**src/rtl/branch_resolve_queue.sv**
```systemverilog
// In-order queue of predicted branches. Checks each resolve against the oldest prediction,
// drives predictor update pulses, and on a mispredict flushes, redirects and blocks enqueue.
module branch_resolve_queue #(
  parameter int unsigned PC_WIDTH       = 64,
  parameter int unsigned DEPTH          = 4,
  parameter int unsigned PTR_W          = 2,
  parameter int unsigned RECOVER_CYCLES = 2
) (
  input  logic                clk,
  input  logic                reset,
  input  logic                pred_valid,
  output logic                pred_ready,
  input  logic [PC_WIDTH-1:0] pred_pc,
  input  logic                pred_taken,
  input  logic [PC_WIDTH-1:0] pred_target,
  input  logic                res_valid,
  input  logic [PC_WIDTH-1:0] res_pc,
  input  logic                res_taken,
  input  logic [PC_WIDTH-1:0] res_target,
  output logic                branch_taken,
  output logic                branch_not_taken,
  output logic [PC_WIDTH-1:0] branch_pc,
  output logic [PC_WIDTH-1:0] branch_address,
  output logic                flush,
  output logic [PC_WIDTH-1:0] redirect_pc,
  output logic [PTR_W:0]      count,
  output logic                err
);

  localparam int unsigned RcW = $clog2(RECOVER_CYCLES + 1);

  localparam logic [0:0] StRun     = 1'b0;
  localparam logic [0:0] StRecover = 1'b1;

  logic [PC_WIDTH-1:0] pc_mem     [DEPTH];
  logic                taken_mem  [DEPTH];
  logic [PC_WIDTH-1:0] target_mem [DEPTH];

  logic [0:0]          state_q, state_d;
  logic [RcW-1:0]      rc_q, rc_d;
  logic [PTR_W-1:0]    head_q, head_d, tail_q, tail_d;
  logic [PTR_W:0]      count_q, count_d;
  logic                err_q, err_d;
  logic                flush_q, flush_d;
  logic [PC_WIDTH-1:0] redirect_q, redirect_d;
  logic                bt_q, bt_d, bnt_q, bnt_d;
  logic [PC_WIDTH-1:0] bpc_q, bpc_d, baddr_q, baddr_d;

  logic                enq, res_run, res_proc, mispredict, pop, mem_we;
  logic [PC_WIDTH-1:0] head_pc, head_target, correct_pc;
  logic                head_taken;

  assign pred_ready = (state_q == StRun) && (count_q < (PTR_W + 1)'(DEPTH));

  always_comb begin
    enq         = pred_valid && pred_ready;
    res_run     = res_valid && (state_q == StRun);
    res_proc    = res_run && (count_q != '0);
    head_pc     = pc_mem[head_q];
    head_taken  = taken_mem[head_q];
    head_target = target_mem[head_q];
    mispredict  = res_proc && ((head_taken != res_taken) ||
                               (res_taken && (head_target != res_target)));
    pop         = res_proc && !mispredict;
    correct_pc  = res_taken ? res_target : res_pc + PC_WIDTH'(1);
    // A mispredict squashes the same-cycle enqueue along with everything else.
    mem_we      = enq && !mispredict;
  end

  always_comb begin
    head_d     = head_q + PTR_W'(pop);
    tail_d     = tail_q + PTR_W'(mem_we);
    count_d    = count_q + (PTR_W + 1)'(mem_we) - (PTR_W + 1)'(pop);
    state_d    = state_q;
    rc_d       = rc_q;
    if (mispredict) begin
      head_d  = '0;
      tail_d  = '0;
      count_d = '0;
    end
    case (state_q)
      StRun: begin
        if (mispredict) begin
          state_d = StRecover;
          rc_d    = RcW'(RECOVER_CYCLES);
        end
      end
      StRecover: begin
        if (rc_q == RcW'(1)) begin
          state_d = StRun;
          rc_d    = '0;
        end else begin
          rc_d = rc_q - RcW'(1);
        end
      end
      default: state_d = StRun;
    endcase

    flush_d    = mispredict;
    redirect_d = mispredict ? correct_pc : redirect_q;
    bt_d       = res_proc && res_taken;
    bnt_d      = res_proc && !res_taken;
    bpc_d      = res_proc ? res_pc : bpc_q;
    baddr_d    = res_proc ? res_target : baddr_q;
    err_d      = err_q || (res_run && (count_q == '0)) || (res_proc && (res_pc != head_pc));
  end

  always_ff @(posedge clk) begin
    if (mem_we) begin
      pc_mem[tail_q]     <= pred_pc;
      taken_mem[tail_q]  <= pred_taken;
      target_mem[tail_q] <= pred_target;
    end
  end

  always_ff @(posedge clk or negedge reset) begin
    if (!reset) begin
      state_q    <= StRun;
      rc_q       <= '0;
      head_q     <= '0;
      tail_q     <= '0;
      count_q    <= '0;
      err_q      <= 1'b0;
      flush_q    <= 1'b0;
      redirect_q <= '0;
      bt_q       <= 1'b0;
      bnt_q      <= 1'b0;
      bpc_q      <= '0;
      baddr_q    <= '0;
    end else begin
      state_q    <= state_d;
      rc_q       <= rc_d;
      head_q     <= head_d;
      tail_q     <= tail_d;
      count_q    <= count_d;
      err_q      <= err_d;
      flush_q    <= flush_d;
      redirect_q <= redirect_d;
      bt_q       <= bt_d;
      bnt_q      <= bnt_d;
      bpc_q      <= bpc_d;
      baddr_q    <= baddr_d;
    end
  end

  assign branch_taken     = bt_q;
  assign branch_not_taken = bnt_q;
  assign branch_pc        = bpc_q;
  assign branch_address   = baddr_q;
  assign flush            = flush_q;
  assign redirect_pc      = redirect_q;
  assign count            = count_q;
  assign err              = err_q;

endmodule
```
**config.mk**
```make
export PLATFORM = sky130hd
export DESIGN_NAME = branch_resolve_queue
export DESIGN_NICKNAME = d
export VERILOG_FILES = /design/src/rtl/branch_resolve_queue.sv
export SDC_FILE = /design/constraint.sdc
export NUM_CORES = 1
export LEC_CHECK = 0
export ABC_AREA = 1
export BUFFER_PORTS_ARGS = -buffer_cell sky130_fd_sc_hd__buf_4
export CAP_MARGIN = 20
export CORE_ASPECT_RATIO = 2
export CORE_UTILIZATION = 35
export CTS_CLUSTER_SIZE = 25
export DETAILED_ROUTE_END_ITERATION = 7
export PLACE_DENSITY_LB_ADDON = 0.08
export REMOVE_ABC_BUFFERS = 1
export SYNTH_ARGS = -nofsm -noshare
export SYNTH_HDL_FRONTEND = slang
export SYNTH_SLANG_ARGS = --single-unit
```
**constraint.sdc**
```tcl
create_clock -name clk -period 11.8 [get_ports clk]
set_input_delay 0 -clock clk [delete_from_list [all_inputs] [get_ports clk]]
set_output_delay 0 -clock clk [all_outputs]
set_load 0.02 [all_outputs]
```
==> results of run 1 <==
==> cells in the final DEF, fill, tap and decap left out, drive strengths merged, types with 2 or more instances in the layout <==
cell,Yosys,final
nor3b,2,2
buf,96,488
xnor2,4,4
nand2,1179,1179
nor4,4,4
nor3,27,27
or2,6,6
nor2,138,138
clkinv,1,13
dfrtp,206,206
a21oi,14,14
dlygate4sd3,0,271
bufinv,0,5
inv,163,166
o22ai,12,12
nand4,37,37
mux2i,21,21
xor2,98,98
o21ai,225,225
edfxtp,516,516
clkbuf,54,103
diode,0,6
nand3,317,317
ha,6,6
a21o,3,3
==> routing by layer <==
metal  vias up  GRT usage, %
met1     12300          32.6
met2       964          44.8
met4         4          8.74
met3       172          3.84
met5         -             0
li1      11800             -
==> what timing repair did <==
action | CTS | global route
hold buffers | 272 | 0
hold endpoints to repair | 787 | 0
gates resized for setup | 0 | 0
==> Yosys cell counts (all sizes together) (2+ instances only) <==
cell / n / area, sq um
xor2: 98 / 858
nand3: 317 / 1610
mux2i: 21 / 210
nor3b: 2 / 15.0
inv: 163 / 612
nor2: 138 / 521
nand4: 37 / 231
a21oi: 14 / 70.1
nor3: 27 / 135
dfrtp: 206 / 5150
nor4: 4 / 25.0
o22ai: 12 / 75.1
xnor2: 4 / 35.0
nand2: 1179 / 4430
or2: 6 / 37.5
buf: 96 / 532
o21ai: 225 / 1130
ha: 6 / 75.1
clkbuf: 54 / 206
edfxtp: 516 / 15500
a21o: 3 / 22.5
==> kinds of logic after synthesis <==
kind of cell | share of synthesized area (%)
AOI/OAI and AO/OA | 4.21
buffers and inverters | 4.29
and+or+nand+nor | 22.2
adders and majority gates | 0.302
xor gates and xnor gates | 2.83
muxes | 0.667
DFF | 65.5
==> power breakdown <==
group	total [uW]	internal (uW)	switching, uW	leakage, uW
clock network	2290	1300	988	0.00110
logic	3250	1130	2130	0.00907
registers	3580	3240	336	0.00723
==> flip-flops by register name, summed over array words and instances, names as in the netlist <==
| signal | count |
|---|---|
| redirect_pc | 64 |
| state_q | 1 |
| target_mem | 256 |
| count | 3 |
| taken_mem | 4 |
| head_q | 2 |
| err | 1 |
| branch_not_taken | 1 |
| rc_q | 2 |
| flush | 1 |
| branch_pc | 64 |
| branch_address | 64 |
| branch_taken | 1 |
| tail_q | 2 |
| pc_mem | 256 |
==> per-stage QoR <==
step           total power [uW]  util, %
6_report                   9120     46.0
4_1_cts                    9210     46.0
2_1_floorplan              5460        -
3_5_place_dp               6820     40.4
3_3_place_gp               6780     40.4
5_1_grt                    9630     46.0
==> worst max path at each step <==
| stage | start | to | slack (ns) | cells past startpoint |
|---|---|---|---|---|
| 6_report | head_q[0] | pc_mem[2][51] | 5.55 | 17 |
| 5_1_grt | head_q[0] | pc_mem[2][28] | 5.06 | 17 |
| 4_1_cts | head_q[1] | pc_mem[2][44] | 5.37 | 16 |
| 3_5_place_dp | head_q[1] | pc_mem[2][19] | 5.37 | 16 |
| 3_3_place_gp | head_q[1] | target_mem[2][10] | 5.45 | 16 |
| 2_1_floorplan | head_q[0] | pc_mem[0][0] | -3.86 | 14 |
==> critical path: stages, from the launching register on <==
cell	delay [ns]
sky130_fd_sc_hd__dfrtp_4	0.75
sky130_fd_sc_hd__inv_8	0.51
sky130_fd_sc_hd__buf_4	0.84
sky130_fd_sc_hd__nand2_1	0.13
sky130_fd_sc_hd__nand3_1	0.14
sky130_fd_sc_hd__nand2_1	0.07
sky130_fd_sc_hd__nand2_1	0.06
sky130_fd_sc_hd__nand2_1	0.06
sky130_fd_sc_hd__nor2_1	0.10
sky130_fd_sc_hd__nand2_1	0.10
sky130_fd_sc_hd__nor2_1	0.30
sky130_fd_sc_hd__nand3_1	0.17
sky130_fd_sc_hd__nor2_1	0.12
sky130_fd_sc_hd__nand2_1	0.11
sky130_fd_sc_hd__nand3_4	0.32
sky130_fd_sc_hd__nand3_4	0.25
sky130_fd_sc_hd__nor2_4	0.73
sky130_fd_sc_hd__buf_4	0.80
==> layout make-up <==
cell class                      count  area [sq um]  area share, %
Clock buffer                      103          2030           4.94
Clock inverter                     20           231          0.564
Multi-Input combinational cell   2099          9580           23.3
Timing Repair Buffer              759          6460           15.7
Sequential cell                   722         20700           50.3
Inverter                          164           628           1.53
Antenna cell                        6          15.0         0.0366
Tap cell                         1177          1470           3.59
==> results.txt, run 1 <==
run status = finished, final reports clean
wire length on met2 = 58,500 microns
core footprint = 89,200 sq um
fraction of layout cells with a size suffix above 1 = 15.6%
Placement Rows = 155
worst clock skew = 0.0245 ns
Pwr per Cell Area = 222 nW/um^2
maximum number of buffers from clock root to sink = 3
static power due to leakage = 0.0174 uW
placed inst area = 36,000 sq um
Yosys Warn Count = 0
number of buffers added on ports = 461
detailed-route vias per instance = 5.01
worst slack, placed = 5.37 ns
Synth Cell Area = 31,500 sq um
worst reg-to-reg setup slack = 5.55 ns
clock insertion delay at the later pin of the skew report = 0.66 ns
startpoint kind of the worst setup timing path = flop
min Tclk post-route = 6.25 ns
HP Class = input pin to flop
number of max-cap violations = 0
antenna violations before repair = 9
Via Count = 25,300
maximum number of pins on one net before global-route repair = 132
vias in the first global route = 25,100
Overall Global Routing Usage = 25.8%
final setup slack of the worst path = 5.55 ns
Layout fillers = 8,520
beginning of the worst register-to-register path = head_q[0]
number of unique standard cell types used by synthesis = 36
arrival time at the worst endpoint = 6.52 ns
unrepaired setup endpoints after global routing = false
RR Endpoint = pc_mem[2][51]
number of non-filler instances in the completed layout = 5,050
hold path endpoint = pc_mem[0][50]
count of antenna-violating nets left after detailed routing = 0
final-report hold violation count = 0
total grt overflow = 0
number of enable flip-flop cells after synthesis = 516
first-pass GRT wire length = 171,000 microns
number of cells on the worst reg-to-reg path = 17
weighted congestion reported at the end of routability-driven placement = 0.905
relative slew slack = 31.0%
initial standard-cell utilization of the core = 35.4%
Total Neg Setup Slack = 0 ns
fraction of registers with async set/reset = 28.5%
met3 layer wire length in the routed design = 6350 microns
horizontal extent of the die = 214 microns
Post-Route WL = 118,000 microns
Final period util = 53.0%
post-CTS setup buffer count = 0
mean area per synthesized cell = 10.1 sq um
clk sink count = 722
HPWL Detailed = 81,900 microns
part of the Yosys area used for sequential elements = 65.5%
Setup CP Type = flop to flop
Max Clock Freq = 160 MHz
P&R area growth vs syn = 30.2%
highest routed layer = met5
deepest level of the CTS H-tree = 3
number of clock buffers inserted by TritonCTS = 68
fin. max-slew vios = 0
drt initial violations = 2,098
kind of end point of the critical path = flop
beginning of the worst hold path = pred_pc[50]
worst slack on hold paths = 0.0898 ns
transition time at the pin with the least slew margin = 1.03 ns
remaining design rule violation count = 0
final setup vio count = 0
CTS tree = done
clock-pin slew reported for the worst setup and hold paths after clock tree synthesis = 0.07 ns
required time of the worst setup path = 12.07 ns
Worst Hold Depth = 2
DRT Pass-1 Iters = 7
M1 WL = 49,800 microns
final non-filler cell area = 41,100 sq um
Placed Cells incl. Taps = 4,648
number of standard cells after synthesis = 3,135
library cell used as clock root buffer = sky130_fd_sc_hd__clkbuf_16
register bit count reported by yosys = 722
maximum fanout along the worst path = 108
number of nets in the final layout = 4,083
Max VDD drop = 0.000173 V
height of the chip = 427 microns
I/O pin count = 462
area of the die = 91,400 sq um
most used flip-flop cell after synthesis = sky130_fd_sc_hd__edfxtp_1
drt wl/cell = 23.4 microns
(Power assumes the default switching activity.)
==> inputs of run 2 (changes only) <==
ABC_AREA = 0   (was 1)
clock period = 5.18 ns   (was 11.8 ns; I/O delays follow)
==> results.txt, run 2 <==
run status = finished, final reports clean
startpoint kind of the worst setup timing path = flop
clock-pin slew reported for the worst setup and hold paths after clock tree synthesis = 0.07 ns (about the same)
HP Class = input pin to flop
Setup CP Type = flop to flop
crit path cell chain = buf_4, mux4_2, xnor2_1, nand4_1, nor4_1, buf_4, nand4_1, buf_4, or2_2, a21oi_1, ha_1, inv_1, ha_1, inv_1, fa_1, xor2_1, xnor2_1, a21oi_1
most common library cells after synthesis = 516 x sky130_fd_sc_hd__edfxtp_1, 206 x sky130_fd_sc_hd__dfrtp_1, 149 x sky130_fd_sc_hd__mux2_2
Post-Route WL = 102,000 microns (-14%)
horizontal extent of the die = 210 microns (-2.2%)
Final period util = 93.9% (+41 points)
critical-path cell with the highest stage delay = sky130_fd_sc_hd__dfrtp_4
worst clock skew = 0.0209 ns (-0.00354 ns)
number of cells on the worst reg-to-reg path = 18 (+1)
maximum number of pins on one net before global-route repair = 155 (+17%)
RR Endpoint = count[2]
required time of the worst setup path = 5.67 ns (-6.40 ns)
min Tclk post-route = 4.86 ns (-1.39 ns)
Overall Global Routing Usage = 23.4% (-2.3 points)
commonest cells after routing, fill and taps aside = 516 x sky130_fd_sc_hd__edfxtp_1, 495 x sky130_fd_sc_hd__buf_4, 266 x sky130_fd_sc_hd__dlygate4sd3_1
number of max-cap violations = 0 (unchanged)
weighted congestion reported at the end of routability-driven placement = 0.894 (-1.2%)
initial standard-cell utilization of the core = 35.5% (+0.12 points)
Sequential cell area = 20,700 sq um (unchanged)
highest routed layer = met5
HPWL Detailed = 73,500 microns (-10%)
arrival time at the worst endpoint = 5.35 ns (-1.17 ns)
clock insertion delay at the later pin of the skew report = 0.65 ns (about the same)
number of clock buffers inserted by TritonCTS = 69 (+1.5%)
worst reg-to-reg setup slack = 0.32 ns (-5.23 ns)
Post-CTS Resized = 0 (unchanged)
largest area contributor in the netlist = sky130_fd_sc_hd__edfxtp_1
most common cell type on the critical path = sky130_fd_sc_hd__buf_4
maximum number of buffers from clock root to sink = 3 (unchanged)
area of the multi-input gates = 8930 sq um (-6.8%)
unrepaired setup endpoints after global routing = false
area of the die = 87,400 sq um (-4.3%)
Max VDD drop = 0.000379 V (+120%)
CTS tree = done
top cell type's share of synthesized area = 51.4% (+2.2 points)
most used flip-flop cell after synthesis = sky130_fd_sc_hd__edfxtp_1
clk sink count = 722 (unchanged)
largest stage delay on the critical path = 0.60 ns (-0.24 ns)
beginning of the worst register-to-register path = head_q[0]
detailed-route vias per instance = 5.15 (+2.8%)
transition time at the pin with the least slew margin = 1.13 ns (+0.0929 ns)
final-report hold violation count = 0 (unchanged)
number of buffers added on ports = 461 (unchanged)
part of the Yosys area used for sequential elements = 68.5% (+3.0 points)
M1 WL = 39,900 microns (-20%)
fin util = 47.5% (+1.5 points)
Synth Cell Area = 30,200 sq um (-4.4%)
fraction of registers with async set/reset = 28.5% (unchanged)
met3 layer wire length in the routed design = 5450 microns (-14%)
Worst Setup EP = count[2]
mean area per synthesized cell = 16.9 sq um (+68%)
remaining design rule violation count = 0 (unchanged)
number of standard cells after synthesis = 1,781 (-43%)
antenna violations before repair = 5 (-4)
register bit count reported by yosys = 722 (unchanged)
kind of end point of the critical path = flop
drt initial violations = 1,217 (-42%)
total grt overflow = 0 (unchanged)
Placement Rows = 151 (-2.6%)
dominant cells by area after synthesis = sky130_fd_sc_hd__edfxtp_1 51%, sky130_fd_sc_hd__dfrtp_1 17%, sky130_fd_sc_hd__mux4_2 8.6%
startpoint of the most critical setup path = head_q[0]
fraction of layout cells with a size suffix above 1 = 34.9% (+19 points)
I/O pin count = 462 (unchanged)
count of antenna-violating nets left after detailed routing = 0 (unchanged)
relative slew slack = 24.1% (-6.9 points)
final setup vio count = 0 (unchanged)
fin. max-slew vios = 0 (unchanged)
number of nets in the final layout = 2,810 (-31%)
Final Total Pwr = 20,900 uW (+130%)
P&R area growth vs syn = 33.9%
Yosys Warn Count = 0 (unchanged)
drt wl/cell = 27.8 microns (+19%)
library cell used as clock root buffer = sky130_fd_sc_hd__clkbuf_16
vias in the first global route = 20,300 (-19%)
most common cell in the synthesized netlist = sky130_fd_sc_hd__edfxtp_1
number of unique standard cell types used by synthesis = 50 (+39%)
DRT Pass-1 Iters = 7 (unchanged)
maximum fanout along the worst path = 11 (-90%)
core footprint = 85,000 sq um (-4.7%)
Layout fillers = 7,461 (-12%)
height of the chip = 417 microns (-2.2%)
static power due to leakage = 0.0149 uW (-14%)
most common library cell in the layout ignoring fill and taps = sky130_fd_sc_hd__edfxtp_1
first-pass GRT wire length = 144,000 microns (-16%)
number of enable flip-flop cells after synthesis = 516 (unchanged)
wire length on met2 = 53,500 microns (-8.6%)
Max Clock Freq = 206 MHz (+29%)
Via Count = 18,900 (-25%)
Pwr per Cell Area = 517 nW/um^2 (+130%)
deepest level of the CTS H-tree = 3 (unchanged)
registers with the most flip-flops = pc_mem (256), target_mem (256)
==> run 2: cell count changes in the layout (fill, tap and decap cells not counted), sizes merged, moves of 15 or more <==
cell    before  now
and3         0   15
buf        488  519
clkbuf     103   87
inv        166   36
mux2         0  187
mux4         0  115
nand2     1179  106
nand3      317   31
nor2       138   17
nor4         4   25
o21ai      225   85
xnor2        4  101
xor2        98   75
==> run 2: cells by family after synthesis <==
family                   after synthesis  synth area share (%)
flip-flops                           722                  68.5
multiplexers                         335                  16.7
AND/OR/NAND/NOR                      274                  4.57
XOR/XNOR                             176                  5.11
AO/OA/AOI/OAI                        140                  2.83
buffers and inverters                127                  2.05
adder cells (fa/ha/maj)                7                 0.315
==> run 2: area by class of cell <==
cell class                      instances  share of cell area, %
Tap cell                             1071                   3.32
Clock buffer                           87                   4.83
Antenna cell                            3                 0.0186
Timing Repair Buffer                  785                   16.9
Inverter                               31                  0.288
Clock inverter                         41                   1.38
Multi-Input combinational cell        932                   22.1
Sequential cell                       722                   51.1
==> run 2: layer usage <==
layer,vias to the layer above,track usage [%]
met2,699,42.2
met1,9710,27.9
met4,6,8.26
met3,116,4.11
met5,-,0
li1,8376,-
==> run 2: worst min path at each step <==
stage / depth (start not counted) / from / endpoint
CTS: 2 / pred_target[19] / target_mem[2][19]
detailed placement: 1 / reset / branch_address[59]
global placement: 1 / reset / branch_address[59]
global route: 2 / pred_target[63] / target_mem[2][63]
finish: 2 / pred_target[19] / target_mem[2][19]
floorplan: 0 / reset / branch_address[0]
==> run 2: through the flow <==
step	setup WS, ns	cells	setup TNS, ns	instance area, sq um	hold WS [ns]
2_1_floorplan	-14.03	1685	-5951.86	29700	-0.296
3_3_place_gp	0.218	3273	0	35200	0.0973
3_5_place_dp	0.226	3274	0	35200	0.0922
4_1_cts	0.197	3669	0	40400	0.0489
5_1_grt	0.127	3670	0	40400	0.0841
6_report	0.317	3672	0	40400	0.0994
==> run 2: repair_timing <==
item                      CTS  global route
hold endpoints to repair  812             0
buffers inserted            0             0
hold buffers              267             0
==> run 2: worst max-delay path: cells and delay by family (launching register included) <==
family	cells	cell delay (ns)
AND/OR/NAND/NOR	4	1.36
XOR/XNOR	3	0.47
adder cells (fa/ha/maj)	3	0.77
AO/OA/AOI/OAI	2	0.26
flip-flops	1	0.60
buffers and inverters	5	0.75
multiplexers	1	0.50
==> run 2: report_power, final <==
group	switching [uW]	internal (uW)
Clock	2290	3300
Combinational	3770	3440
Sequential	641	7440
==> inputs of run 3 (changes only) <==
CORE_MARGIN = 4   (was unset)
CTS_BUF_LIST = sky130_fd_sc_hd__clkbuf_4 sky130_fd_sc_hd__clkbuf_8   (was unset)
==> results.txt, run 3 (synthesis gave the netlist of run 2 again) <==
P&R area growth vs syn = 40.4%
static power due to leakage = 0.0159 uW (+6.4%)
unrepaired setup endpoints after global routing = false
most common library cell in the layout ignoring fill and taps = sky130_fd_sc_hd__edfxtp_1
Total Neg Setup Slack = 0 ns (unchanged)
Hold Buf Count CTS = 434 (+63%)
required time of the worst setup path = 5.78 ns (+0.11 ns)
startpoint kind of the worst setup timing path = flop
area of the die = 91,200 sq um (+4.3%)
maximum number of buffers from clock root to sink = 3 (unchanged)
post-CTS setup buffer count = 0 (unchanged)
relative slew slack = 18.2% (-5.9 points)
vias in the first global route = 21,900 (+7.8%)
number of buffers added on ports = 461 (unchanged)
worst clock skew = 0.0288 ns (+0.00787 ns)
hold path endpoint = target_mem[1][25]
Layout fillers = 7,443 (-0.24%)
RR Endpoint = count[2]
Post-Route WL = 105,000 microns (+3.3%)
final-report hold violation count = 0 (unchanged)
HPWL Detailed = 77,000 microns (+4.8%)
initial standard-cell utilization of the core = 35.2% (-0.23 points)
horizontal extent of the die = 216 microns (+2.9%)
CTS tree = done
maximum number of pins on one net before global-route repair = 82 (-47%)
Post-CTS Resized = 0 (unchanged)
total grt overflow = 0 (unchanged)
weighted congestion reported at the end of routability-driven placement = 0.918 (+2.7%)
core footprint = 85,600 sq um (+0.66%)
number of nets in the final layout = 3,047 (+8.4%)
min Tclk post-route = 4.78 ns (-0.0875 ns)
Final period util = 92.2% (-1.7 points)
final setup vio count = 0 (unchanged)
drt wl/cell = 26.7 microns (-4.1%)
arrival time at the worst endpoint = 5.37 ns (+0.02 ns)
Overall Global Routing Usage = 22.9% (-0.50 points)
drt initial violations = 1,271 (+4.4%)
commonest cells after routing, fill and taps aside = 516 x sky130_fd_sc_hd__edfxtp_1, 515 x sky130_fd_sc_hd__buf_4, 433 x sky130_fd_sc_hd__dlygate4sd3_1
number of cells on the worst reg-to-reg path = 18 (unchanged)
Via Count = 20,100 (+6.1%)
Worst Hold Depth = 2 (unchanged)
I/O pin count = 462 (unchanged)
fraction of layout cells with a size suffix above 1 = 35.5% (+0.57 points)
run status = finished, final reports clean
Max VDD drop = 0.000305 V (-20%)
antenna violations before repair = 10 (+5)
Max Clock Freq = 209 MHz (+1.8%)
clk sink count = 722 (unchanged)
beginning of the worst hold path = pred_target[25]
detailed-route vias per instance = 5.07 (-1.5%)
count of antenna-violating nets left after detailed routing = 0 (unchanged)
number of max-cap violations = 0 (unchanged)
number of clock buffers inserted by TritonCTS = 105 (+52%)
kind of end point of the critical path = flop
height of the chip = 423 microns (+1.4%)
Placement Rows = 152 (+0.66%)
remaining design rule violation count = 0 (unchanged)
library cell used as clock root buffer = sky130_fd_sc_hd__clkbuf_8
fin. max-slew vios = 0 (unchanged)
clock insertion delay at the later pin of the skew report = 0.77 ns (+0.12 ns)
maximum fanout along the worst path = 36 (+25)
DRT Pass-1 Iters = 5 (-2)
transition time at the pin with the least slew margin = 1.22 ns (+0.0875 ns)
number of non-filler instances in the completed layout = 3,956 (+7.7%)
deepest level of the CTS H-tree = 3 (unchanged)
Pwr per Cell Area = 484 nW/um^2 (-6.5%)
worst reg-to-reg setup slack = 0.40 ns (+0.09 ns)
beginning of the worst register-to-register path = head_q[0]
Placed Cells incl. Taps = 3,315 (+1.3%)
Setup CP Type = flop to flop
registers with the most flip-flops = pc_mem (256), target_mem (256)
first-pass GRT wire length = 153,000 microns (+5.8%)
HP Class = input pin to flop
clock-pin slew reported for the worst setup and hold paths after clock tree synthesis = 0.07 ns (about the same)
## run 3: how the worst max path moves through the flow
stage | start | endpoint | slack [ns]
3_5_place_dp | head_q[0] | count[2] | 0.35
3_3_place_gp | head_q[0] | count[2] | 0.32
2_1_floorplan | head_q[0] | pc_mem[1][0] | -14.03
4_1_cts | head_q[0] | count[2] | 0.29
5_1_grt | head_q[0] | count[2] | 0.15
6_report | head_q[0] | count[2] | 0.40
## run 3: worst max-delay path, cell delays in order, from the launching register on
cell and delay [ns]:
sky130_fd_sc_hd__dfrtp_4 0.57, sky130_fd_sc_hd__buf_12 0.27, sky130_fd_sc_hd__buf_4 0.27, sky130_fd_sc_hd__mux4_2 0.53
sky130_fd_sc_hd__xor2_1 0.15, sky130_fd_sc_hd__a2111oi_0 0.47, sky130_fd_sc_hd__buf_4 0.20, sky130_fd_sc_hd__and3_1 0.14
sky130_fd_sc_hd__nand4_1 0.18, sky130_fd_sc_hd__or2_2 0.35, sky130_fd_sc_hd__a21oi_1 0.20, sky130_fd_sc_hd__ha_1 0.26
sky130_fd_sc_hd__inv_1 0.06, sky130_fd_sc_hd__ha_1 0.13, sky130_fd_sc_hd__inv_1 0.04, sky130_fd_sc_hd__fa_1 0.37
sky130_fd_sc_hd__xor2_1 0.17, sky130_fd_sc_hd__xnor2_1 0.13, sky130_fd_sc_hd__a21oi_1 0.05
## run 3: routing by layer
| metal | routed length (microns) | vias to the layer above | global-route usage, % |
|---|---|---|---|
| met2 | 55100 | 737 | 41.5 |
| li1 | - | 8895 | - |
| met5 | 13 | - | 0 |
| met1 | 41200 | 10300 | 27.6 |
| met4 | 3810 | 2 | 8.77 |
| met3 | 5370 | 146 | 3.35 |
## run 3: where the power goes
part	leakage, uW	total, uW	internal [uW]	switching, uW
combinational	0.00749	7410	3610	3800
sequential	0.00713	8100	7440	661
clock	0.00123	4960	2700	2260
total	0.0159	20500	13800	6730
## run 3: area by class of cell
type	count	area, sq um	share of cell area, %
timing repair buffer	986	8960	21.2
multi-input combinational	932	8930	21.1
sequential	722	20700	48.8
tap	1078	1350	3.19
inverter	31	116	0.275
clock inverter	24	179	0.423
antenna	9	22.5	0.0532
clock buffer	174	2130	5.03
## run 3: per-stage QoR
| step | worst slack (ns) | instance area [sq um] | hold slack, ns | power (uW) | util [%] |
|---|---|---|---|---|---|
| final | 0.405 | 42300 | 0.0670 | 20500 | 49.5 |
| after global routing | 0.148 | 42300 | 0.0462 | 21500 | 49.5 |
| after CTS | 0.286 | 42300 | 0.000260 | 20800 | 49.5 |
| after detailed placement | 0.346 | 35700 | 0.0280 | 15500 | 41.7 |
| after global placement | 0.322 | 35700 | 0.0249 | 15400 | 41.7 |
| after floorplan | -14.03 | 29700 | -0.296 | 12700 | - |
